[src/rtl/uart_ram_bridge_if.sv]
// UART byte stream and RAM controller signals of uart_ram_bridge.
// master = bridge side, slave = UART core / RAM controller side.
interface uart_ram_bridge_if;
   logic        rx_valid;
   logic [7:0]  rx_data;
   logic        tx_busy;
   logic        tx_start;
   logic [7:0]  tx_data;
   logic        mem_en;
   logic        mem_re;
   logic        mem_we;
   logic [17:0] mem_addr;
   logic [15:0] mem_wdata;
   logic [15:0] mem_rdata;

   modport master (
      input  rx_valid, rx_data, tx_busy, mem_rdata,
      output tx_start, tx_data, mem_en, mem_re, mem_we, mem_addr, mem_wdata
   );

   modport slave (
      output rx_valid, rx_data, tx_busy, mem_rdata,
      input  tx_start, tx_data, mem_en, mem_re, mem_we, mem_addr, mem_wdata
   );
endinterface

[src/rtl/uart_ram_bridge.sv]
// UART command frames ('W'/'R') to timed RAM controller accesses, with byte replies.
// Optional: define UART_RAM_BRIDGE_AUTOINC_EN for the 'N' write-to-next-address command.
module uart_ram_bridge #(
   parameter int WR_CYCLES = 4,
   parameter int RD_CYCLES = 4
) (
   input  logic                clk,
   input  logic                rst,
   uart_ram_bridge_if.master   bus,
   output logic                busy,
   output logic                rx_overrun
);

   typedef enum logic [3:0] {IDLE, A0, A1, A2, D0, D1, MWR, MRD, TXH, TXL, TXW} state_t;

   localparam logic [7:0] CMD_WR = 8'h57;
   localparam logic [7:0] CMD_RD = 8'h52;
   localparam logic [7:0] ACK    = 8'h4B;
`ifdef UART_RAM_BRIDGE_AUTOINC_EN
   localparam logic [7:0] CMD_AI = 8'h4E;
`endif

   state_t     state, next;
   logic [7:0] cnt;
   logic [7:0] rd_lo;
   logic       is_wr;
   logic       more;
   logic       seen;
   logic       mem_last;
   logic       rx_drop;

   always_ff @(posedge clk or posedge rst) begin
      if (rst) state <= IDLE;
      else     state <= next;
   end

   always_comb begin
      mem_last = (state == MWR && cnt == 8'(WR_CYCLES - 1)) ||
                 (state == MRD && cnt == 8'(RD_CYCLES - 1));
   end

   // NOTE: every signal assigned in an always_comb gets a default first, so no path can infer a latch.
   always_comb begin
      next = state;
      unique case (state)
         IDLE: begin
            if (bus.rx_valid && (bus.rx_data == CMD_WR || bus.rx_data == CMD_RD)) next = A0;
`ifdef UART_RAM_BRIDGE_AUTOINC_EN
            else if (bus.rx_valid && bus.rx_data == CMD_AI) next = D0;
`endif
         end
         A0:      if (bus.rx_valid) next = A1;
         A1:      if (bus.rx_valid) next = A2;
         A2:      if (bus.rx_valid) next = is_wr ? D0 : MRD;
         D0:      if (bus.rx_valid) next = D1;
         D1:      if (bus.rx_valid) next = MWR;
         MWR:     if (mem_last) next = TXL;
         MRD:     if (mem_last) next = TXH;
         TXH,
         TXL:     if (!bus.tx_busy) next = TXW;
         TXW:     if (seen && !bus.tx_busy) next = more ? TXL : IDLE;
         default: next = IDLE;
      endcase
   end

   // Strobes decode straight from state so an asynchronous reset drops mem_we/mem_re at once.
   always_comb begin
      bus.mem_we   = (state == MWR);
      bus.mem_re   = (state == MRD);
      bus.mem_en   = !(state == MWR || state == MRD);
      bus.tx_start = (state == TXH || state == TXL) && !bus.tx_busy;
      busy         = (state != IDLE);
      rx_drop      = bus.rx_valid && (state inside {MWR, MRD, TXH, TXL, TXW});
   end

   // NOTE: sequential state uses non-blocking assignments only, so every register sees pre-edge values.
   always_ff @(posedge clk or posedge rst) begin
      if (rst) begin
         cnt           <= '0;
         rd_lo         <= '0;
         is_wr         <= 1'b0;
         more          <= 1'b0;
         seen          <= 1'b0;
         rx_overrun    <= 1'b0;
         bus.tx_data   <= '0;
         bus.mem_addr  <= '0;
         bus.mem_wdata <= '0;
      end else begin
         cnt <= ((state == MWR || state == MRD) && !mem_last) ? cnt + 8'd1 : 8'd0;

         if (rx_drop) rx_overrun <= 1'b1;

         if (state == IDLE && bus.rx_valid) is_wr <= (bus.rx_data == CMD_WR);

`ifdef UART_RAM_BRIDGE_AUTOINC_EN
         // Frames cannot be abandoned short of reset, so mem_addr in IDLE is the last-used address.
         if (state == IDLE && bus.rx_valid && bus.rx_data == CMD_AI)
            bus.mem_addr <= bus.mem_addr + 18'd1;
`endif

         if (bus.rx_valid) begin
            unique case (state)
               A0:      bus.mem_addr[17:16] <= bus.rx_data[1:0];
               A1:      bus.mem_addr[15:8]  <= bus.rx_data;
               A2:      bus.mem_addr[7:0]   <= bus.rx_data;
               D0:      bus.mem_wdata[15:8] <= bus.rx_data;
               D1:      bus.mem_wdata[7:0]  <= bus.rx_data;
               default: ;
            endcase
         end

         if (state == MWR && mem_last) bus.tx_data <= ACK;
         if (state == MRD && mem_last) begin
            bus.tx_data <= bus.mem_rdata[15:8];
            rd_lo       <= bus.mem_rdata[7:0];
         end

         // The transmitter latches tx_data on tx_start, so the low byte can be staged right away.
         if (bus.tx_start) begin
            seen <= 1'b0;
            more <= (state == TXH);
            if (state == TXH) bus.tx_data <= rd_lo;
         end else if (state == TXW && bus.tx_busy) begin
            seen <= 1'b1;
         end
      end
   end

endmodule

[src/flat_wrapper.sv]
// flat-port wrapper written by rule: the top's interface ports become plain ports
module uart_ram_bridge_flat 
#(
   parameter int WR_CYCLES = 4,
   parameter int RD_CYCLES = 4
)
  (clk, rst, busy, rx_overrun, bus_rx_valid, bus_rx_data, bus_tx_busy, bus_mem_rdata, bus_tx_start, bus_tx_data, bus_mem_en, bus_mem_re, bus_mem_we, bus_mem_addr, bus_mem_wdata);
  uart_ram_bridge_if bus_i ();
  input  logic clk;
  input  logic rst;
  output logic busy;
  output logic rx_overrun;
  input wire logic [$bits(bus_i.rx_valid)-1:0] bus_rx_valid;
  input wire logic [$bits(bus_i.rx_data)-1:0] bus_rx_data;
  input wire logic [$bits(bus_i.tx_busy)-1:0] bus_tx_busy;
  input wire logic [$bits(bus_i.mem_rdata)-1:0] bus_mem_rdata;
  output wire logic [$bits(bus_i.tx_start)-1:0] bus_tx_start;
  output wire logic [$bits(bus_i.tx_data)-1:0] bus_tx_data;
  output wire logic [$bits(bus_i.mem_en)-1:0] bus_mem_en;
  output wire logic [$bits(bus_i.mem_re)-1:0] bus_mem_re;
  output wire logic [$bits(bus_i.mem_we)-1:0] bus_mem_we;
  output wire logic [$bits(bus_i.mem_addr)-1:0] bus_mem_addr;
  output wire logic [$bits(bus_i.mem_wdata)-1:0] bus_mem_wdata;
  assign bus_i.rx_valid = bus_rx_valid;
  assign bus_i.rx_data = bus_rx_data;
  assign bus_i.tx_busy = bus_tx_busy;
  assign bus_i.mem_rdata = bus_mem_rdata;
  assign bus_tx_start = bus_i.tx_start;
  assign bus_tx_data = bus_i.tx_data;
  assign bus_mem_en = bus_i.mem_en;
  assign bus_mem_re = bus_i.mem_re;
  assign bus_mem_we = bus_i.mem_we;
  assign bus_mem_addr = bus_i.mem_addr;
  assign bus_mem_wdata = bus_i.mem_wdata;
  uart_ram_bridge #(.WR_CYCLES(WR_CYCLES), .RD_CYCLES(RD_CYCLES)) u_core (.clk(clk), .rst(rst), .bus(bus_i), .busy(busy), .rx_overrun(rx_overrun));
endmodule
[config.mk]
export PLATFORM = sky130hd
export DESIGN_NAME = uart_ram_bridge_flat
export DESIGN_NICKNAME = d
export VERILOG_FILES = /design/src/rtl/uart_ram_bridge_if.sv /design/src/rtl/uart_ram_bridge.sv /design/src/flat_wrapper.sv
export SDC_FILE = /design/constraint.sdc
export NUM_CORES = 1
export LEC_CHECK = 0
export BUFFER_PORTS_ARGS = -buffer_cell sky130_fd_sc_hd__buf_2
export CORE_MARGIN = 2
export CORE_UTILIZATION = 25
export DETAILED_ROUTE_END_ITERATION = 10
export PLACE_DENSITY = 0.53
export SETUP_SLACK_MARGIN = 0.1
export SYNTH_ARGS = -nofsm -noshare
export SYNTH_HDL_FRONTEND = slang
export SYNTH_SLANG_ARGS = --single-unit
[constraint.sdc]
create_clock -name clk -period 2.9 [get_ports clk]
set_clock_uncertainty 0.1 [all_clocks]
set_input_delay 0.725 -clock clk [delete_from_list [all_inputs] [get_ports clk]]
set_output_delay 0.725 -clock clk [all_outputs]
set_load 0.01 [all_outputs]
Word-level counts from Yosys, hierarchy flattened
Cells that the tools add are included.
Widths: inputs -> output; s select.
{"block": "classes", "eq_ne": 23, "n_reduce_logical": 29, "muxes": 20, "bitwise": 0, "addsub": 1, "order_cmp": 0, "div": 0, "shift": 0, "multipliers": 0}
{"operator": "$mux 4", "count": 11}
{"operator": "$mux 8", "count": 5}
{"operator": "$pmux 4 s10", "count": 1}
{"operator": "$eq 4x3->1 const B", "count": 4}
{"operator": "$eq 8x7->1 const B", "count": 2}
{"operator": "$eq 4x4->1 const B", "count": 3}
{"operator": "$ne 2x2->1 const B", "count": 6}
{"operator": "$logic_and 1x1->1", "count": 11}
{"operator": "$reduce_and 10->1", "count": 1}
{"operator": "$reduce_and 2->1", "count": 5}
{"operator": "$add 8x1->8 const B", "count": 1}
{"operator": "$eq 4x2->1 const B", "count": 2}
{"operator": "$eq 8x2->1 const B", "count": 1}
{"operator": "$ne 2x1->1 const B", "count": 4}
{"operator": "$reduce_bool 5->1", "count": 1}
{"operator": "$eq 4x1->1 const B", "count": 1}
{"operator": "$logic_not 4->1", "count": 1}
{"operator": "$logic_or 1x1->1", "count": 4}
{"operator": "$reduce_bool 4->1", "count": 1}
{"operator": "$logic_not 1->1", "count": 3}
{"operator": "$mux 1", "count": 2}
{"operator": "$mux 2", "count": 1}
{"operator": "$reduce_bool 2->1", "count": 1}
{"operator": "$reduce_or 2->1", "count": 1}
{"block": "word_totals", "register_bits": 66, "mem_count": 0, "latchBits": 0, "romBits": 0, "wordCells": 86, "mem_bits_rw": 0}

Longest topological paths before layout
Gate-level depths: netlist of run 1.
{"block": "logic_depth", "word_depth": 8, "depth_mapped": 6, "mapped_depth_nobuf": 5}

Worst setup path after synthesis of run 1
No wires, ideal clock.
{"block": "synth_path", "path_type": "input port to output port", "start": "in bus_tx_busy", "end": "out bus_tx_start", "arrival_time_ps": 1534, "required_ps": 2075, "path_slack_ps": 541, "path_stages": 3, "cell_sequence": "or4b_1 clkbuf_1 inv_1"}
{"block": "synth_via", "elab_chain_len": 2}
{"element": "from (decl)", "line_no": "flat_wrapper.sv:15", "rtl": "input wire logic [$bits(bus_i.tx_busy)-1:0] bus_tx_busy;"}
{"element": "$logic_not 1->1"}
{"element": "$logic_and 1x1->1", "line_no": "uart_ram_bridge.sv:71", "rtl": "bus.tx_start = (state == TXH || state == TXL) && !bus.tx_busy;"}
{"element": "to (decl)", "line_no": "flat_wrapper.sv:17", "rtl": "output wire logic [$bits(bus_i.tx_start)-1:0] bus_tx_start;"}
Every way passes these cells.

Worst setup path after layout of run 1
{"block": "layout_path", "start": "reg u_core.state[1]", "end": "out bus_tx_start"}
{"block": "layout_via", "elab_chain_len": 3}
{"element": "from (decl)", "line_no": "uart_ram_bridge.sv:23", "rtl": "state_t state, next;"}
{"element": "from (signal assigned)", "line_no": "uart_ram_bridge.sv:34", "rtl": "else state <= next;"}
{"element": "$eq 4x4->1", "line_no": "uart_ram_bridge.sv:71"}
{"element": "$logic_or 1x1->1 *", "line_no": "uart_ram_bridge.sv:71"}
{"element": "$logic_and 1x1->1 *", "line_no": "uart_ram_bridge.sv:71"}
Every way passes the cells marked *; elsewhere a longest branch is shown, timed or not.

==> results.md, run 1 <==
- Leak: 0.00180 uW
- Drt total wl: 7110 um
- Cell Rows: 39
- CTS sink count: 66
- Number of port buffers: 75
- Synth area leader: dfrtp_1
- DIE AREA: 0.0127 sq mm
- Worst setup path startpoint: u_core.state[1]
- Final period utilization: 87.4%
- Crit path launch type: flop
- DP Area: 0.00352 sq mm
- Sequential-to-total area share from yosys stat: a little under three fifths
- Crit Path Class: flop to primary output
- Sum Neg Setup Slack: 0 ns
- Finished layout cell area: 0.00386 sq mm
- Crit path capture: bus_tx_start
- Area of the core: roughly 0.011 sq mm
- Ordered list of cells on the worst path: or4b_1 > inv_1 > buf_2
- Post-route ant nets: 0
- Synth Area per Inst: 12.8 sq um
- Number of synthesized register bits: between 60 and 70
- Worst-Margin Slew: about 0.67 ns
- Crit-path max cell delay: 0.63 ns
- Clk Latency, worst-skew pair: 0.32 ns
- Outcome: completed
- Hold_ws: 0.242 ns
- Starting Density: 25.7%
- # diodes: 0
- Peak supply drop: 432 uV
- Final estimated routing congestion in global placement: 0.714
- Synth unique cells: 43
- Dpl hpwl: 5070 um
- PostCTS Resize Cnt: 0
- Reg2reg setup slack: 0.50 ns
- DR vias: 2145
- Worst setup EP type: primary output
- Syn_nets: 260
- Vias in the first global route: 2221
- Synthesized area: 0.00295 sq mm
- Hold Fails Final Rpt: 0
- Max Slew Vio Count: 0
- Slew headroom: 55.0%
- Power Density: 986 mW/mm^2
- Area share of the largest cell type after synthesis: 56.0%
- Post-DR wirelength/cell: between 15 and 20 um
- Num ports: 76
- HP Class: input pin to async pin
- H-tree depth: 3
- GRT overflow: 0
- Ys Warns: 0
- Root Driver: clkbuf_16
- Post-route minimum period: 2.53 ns
- Mean number of vias per cell: 4.63
- CTS buffer count: 9
- Crit path max fanout: 17
- RR Startpoint: u_core.cnt[0]
- CP required: 2.08 ns
- First-pass DRT Iterations: 4
- Layout area overhead: 30.8%
- Post-CTS setup buffer count: 0
- Initial DRC count: 94
- Cell depth of the worst flop-to-flop path: 5
- Ranking of synthesized cells by area: dfrtp_1, mux2_2, mux2i_1, nor2_1, nor4b_4
- Layout net count: 344
- Share of layout cells above drive strength 1: between 40% and 50%
- Reg2Reg Capture Point: u_core.bus.mem_addr[6]
- Slowest CP cell: or4b_1
- Clock buffer depth: 2
- First-pass GRT wire length: 11500 um
- Critical path data arrival time: 1.71 ns
- Setup violators final: 0
- Post-synthesis cell count: between 200 and 250
- Die height: around 110 um
- MaxCap Viol Count: 0
- TritonCTS clock tree: done
- Largest net degree at the start of global routing: 22
- Antenna violations before repair: 0
- DRC violations left: 0
- CTS Hold Bufs: 0
- Die W: 113 um
- RSZ-0062 raised after global routing: no
- Clock slew at reported path FFs: approximately 0.06 ns
- GRT Util Overall: 11.7%
- Total Power: 3800 uW
- FMAX: 0.395 GHz
cells in the mapped netlist:
master and instances:
a31oi_1 1, nand4_1 2, mux2_2 43, o21ai_0 8
or4_1 1, or4b_1 1, mux2i_1 8, o2bb2ai_1 1
clkbuf_1 4, a211oi_1 1, a32oi_1 4, nor4b_4 2
nor4bb_1 1, nor2_1 14, or3b_2 1, nand2b_1 5
a21boi_0 1, ha_1 1, buf_2 3, nand3_1 7
a21oi_1 1, nor3_1 5, mux2_1 1, inv_1 9
nand3b_2 2, and2_1 2, dfrtp_1 66, and3_1 2
xor2_1 5, or2_1 1, buf_1 2, a21o_1 3
nand2_1 4, o22ai_1 2, nor2b_1 3, nor3b_2 1
nor4_1 1, a221oi_1 5, nor3_2 1, a21oi_2 1
xnor2_1 2, nor3b_1 1, o41ai_1 2
sequential cells by signal (all words and copies together) (netlist names):
register / count
u_core.bus.mem_addr: 18
u_core.bus.mem_wdata: 16
u_core.bus.tx_data: 8
u_core.cnt: 8
u_core.is_wr: 1
u_core.more: 1
u_core.rd_lo: 8
u_core.rx_overrun: 1
u_core.seen: 1
u_core.state: 4
power breakdown:
part	switching [uW]	internal (uW)
logic	576	573
clock network	397	821
registers	211	1230
area by class of cell:
cell class	instances	area, sq um
clock buffers	12	267
inverters	9	33.8
multi-input cells	147	1230
clock inverters	4	72.6
fillers	1139	7610
well taps	143	179
repair buffers	82	428
flip-flops and latches	66	1650
logic make-up after synthesis:
logic type | count (synthesis) | share of synthesized area (%)
buffers and inverters | 18 | 2.42
flip-flops | 66 | 56.0
XOR/XNOR | 7 | 2.08
AO/OA/AOI/OAI | 30 | 7.29
adder cells (fa/ha/maj) | 1 | 0.424
multiplexers | 52 | 19.5
AND/OR/NAND/NOR | 57 | 12.3
worst min path at each step:
stage,endpoint,startpoint,slack (ns)
final,u_core.bus.mem_wdata[15],rst,0.24
after global routing,u_core.bus.mem_wdata[13],rst,0.26
after CTS,u_core.bus.mem_wdata[15],rst,0.24
after detailed placement,u_core.rx_overrun,u_core.rx_overrun,0.35
after global placement,u_core.rx_overrun,u_core.rx_overrun,0.34
after floorplan,u_core.bus.tx_data[2],u_core.rd_lo[2],0.36
layout by cell type, fill, tap and decap left out, types with 3 or more instances in the layout:
cell type,n
clkbuf_16,9
nand3_1,7
dfrtp_1,66
nor3_1,5
clkbuf_8,3
a21o_1,3
mux2i_1,8
nor2b_1,3
buf_4,7
buf_2,75
xor2_1,5
nor2_1,14
a32oi_1,4
mux2_2,43
a221oi_1,5
nand2_1,4
o21ai_0,8
inv_1,8
nand2b_1,5
worst max-delay path, delay by kind of cell (launching register included):
family	cells	cell delay, ns
buffers and inverters	2	0.19
flip-flops	1	0.55
AND/OR/NAND/NOR	1	0.63
metal layers:
metal	GRT usage, %	share of wire [%]	vias up
met5	0	0	-
met4	3.82	1.1	0
met3	3.62	4.6	7
met2	18.7	48	51
met1	15.1	46	1082
li1	-	-	1005
stage by stage:
step                      setup WS, ns  utilization (%)  cells
after floorplan                  0.420                -    231
after global placement           0.425             30.7    447
after detailed placement         0.414             30.7    447
after CTS                        0.339             33.7    463
after global routing             0.281             33.7    463
final                            0.366             33.7    463
No activity file was read; power rests on OpenSTA's default activity.
==> inputs of run 2 (changes only) <==
--- a/config.mk
+++ b/config.mk
@@ -9,7 +9,6 @@
 export CORE_MARGIN = 2
 export CORE_UTILIZATION = 25
 export DETAILED_ROUTE_END_ITERATION = 10
-export PLACE_DENSITY = 0.53
 export SETUP_SLACK_MARGIN = 0.1
 export SYNTH_ARGS = -nofsm -noshare
 export SYNTH_HDL_FRONTEND = slang
==> run 2 against run 1 <==
Utilization shrank 0.29 points. Design area shrank 0.88%. Via count is 1.7% lower. First-iteration DRC count fell by 15%. Final cell count fell by 0.65%. Total power shrank 2.6%. Largest power group unchanged.
==> results.md, run 2 (synthesis gave the netlist of run 1 again) <==
- Max Slew Vio Count: 0
- Seq pwr share: 39.1%
- Crit path max fanout: 17
- Vias in the first global route: 2067
- Layout area overhead: 29.6%
- CTS Hold Bufs: 0
- RSZ-0062 raised after global routing: no
- Cell Rows: 39
- Die height: 113 um
- Clk network pwr share: 30.5%
- MaxCap Viol Count: 0
- CTS buffer count: 9
- DR vias: 2108
- # diodes: 0
- Worst setup EP type: primary output
- Post-Place Cells: 445
- Die W: 113 um
- Outcome: completed
- Fin cells: 460
- Sw Pwr: 1160 uW
- Slowest CP cell: or4b_1
- Largest registers: u_core.bus.mem_addr (18), u_core.bus.mem_wdata (16)
- Clock slew at reported path FFs: 0.05 ns
- Clock buffer depth: 2
- Power Density: 969 mW/mm^2
- DRC violations left: 0
- Clk Latency, worst-skew pair: 0.32 ns
- First-pass GRT wire length: 11000 um
- Biggest register: u_core.bus.mem_addr
- Post-route minimum period: 2.50 ns
- DIE AREA: 0.0127 sq mm
- Num ports: 76
- GRT Util Overall: between 10% and 20%
- Combinational Power Share: 30.4%
- Antenna violations before repair: 0
- Crit Path Class: flop to primary output
- CP required: 2.08 ns
- Starting Density: 25.7%
- Dpl hpwl: around 5000 um
- Setup violators final: 0
- Crit path launch type: flop
- First-pass DRT Iterations: 4
- TritonCTS clock tree: done
- Number of port buffers: 75
- Delay-heaviest family, CP: simple AND/OR/NAND/NOR gates
- H-tree depth: 3
- Leak: 0.00178 uW
- Int Power: 2540 uW
- Area of the core: 0.0115 sq mm
- Sum Neg Setup Slack: 0 ns
- PostCTS Resize Cnt: 0
- Buf/Inv on CP: 2
- Drt total wl: 6850 um
- Layout net count: between 300 and 400
- Final period utilization: between 80 and 90%
- Max FFs per register: 18
- Post-CTS setup buffer count: 0
- Final estimated routing congestion in global placement: 0.753
- Hold Fails Final Rpt: 0
- Post-DR wirelength/cell: ~15 um
- Initial DRC count: 80
- Hold_ws: 0.356 ns
- Ordered list of cells on the worst path: or4b_1 > inv_1 > buf_2
- Slew headroom: 55.6%
- Peak supply drop: around 500 uV
- Critical path data arrival time: 1.68 ns
- Root Driver: clkbuf_16
- CTS sink count: 66
- Commonest cells after routing, fill and taps aside: buf_2, dfrtp_1, mux2_2
- Sw frac: 31.4%
- Most common cell after layout, fill and taps aside: buf_2
- Largest net degree at the start of global routing: 67
- Total Power: 3710 uW
- Mean number of vias per cell: around 4.6
- Final Util: 33.4%
- GRT overflow: 0
- Share of layout cells above drive strength 1: 46.4%
- Post-route ant nets: 0
- Crit-path max cell delay: 0.61 ns
- HP Class: input pin to async pin
- Worst-Margin Slew: 0.661 ns
- FMAX: 0.399 GHz
[run 2: cell types whose count changed in the layout (fill, tap and decap cells not counted)]
cell and change:
clkinv_2 +2, clkbuf_8 -3, buf_12 +1, buf_4 -3
[run 2: path summary, 6_finish.rpt]
kind,startpoint,end,slack (ns),cells past startpoint
min in group clk,u_core.rx_overrun,u_core.rx_overrun,0.36,1
worst max-delay path,u_core.state[1],bus_tx_start,0.40,3
worst min register to register,u_core.rx_overrun,u_core.rx_overrun,0.36,1
worst max register to register,u_core.cnt[0],u_core.bus.mem_addr[7],0.53,5
max in group asynchronous,rst,u_core.rd_lo[2],2.03,3
worst min-delay path,rst,u_core.bus.mem_wdata[15],0.36,3
[run 2: final cells by class]
type | instances | area, sq um
Fill cell | 1157 | 7640
Sequential cell | 66 | 1650
Multi-Input combinational cell | 147 | 1230
Timing Repair Buffer | 80 | 425
Clock buffer | 9 | 225
Tap cell | 143 | 179
Clock inverter | 6 | 82.6
Inverter | 9 | 33.8
[run 2: tightest hold or removal path, stage by stage]
cell and delay, ns:
buf_2 0.10, inv_2 0.06, buf_12 0.29
[run 2: metal layers]
metal	routed length, um	up-vias	global-route usage, %
li1	-	1004	-
met1	3240	1054	14.8
met2	3270	44	17.2
met3	269	6	3.46
met4	74	0	3.41
met5	0	-	0
[run 2: per-stage QoR]
step,setup slack (ns),cell area (sq um)
2_1_floorplan,0.420,2950
3_3_place_gp,0.499,3520
3_5_place_dp,0.419,3520
4_1_cts,0.365,3830
5_1_grt,0.319,3830
6_report,0.396,3830
[run 2: power by group through the flow]
stage          clock (uW)  combinational (uW)  sequential [uW]
2_1_floorplan           0                 641             1510
3_3_place_gp            0                1130             1450
3_5_place_dp            0                1150             1460
4_1_cts              1160                1150             1450
5_1_grt              1190                1240             1490
6_report             1130                1130             1450
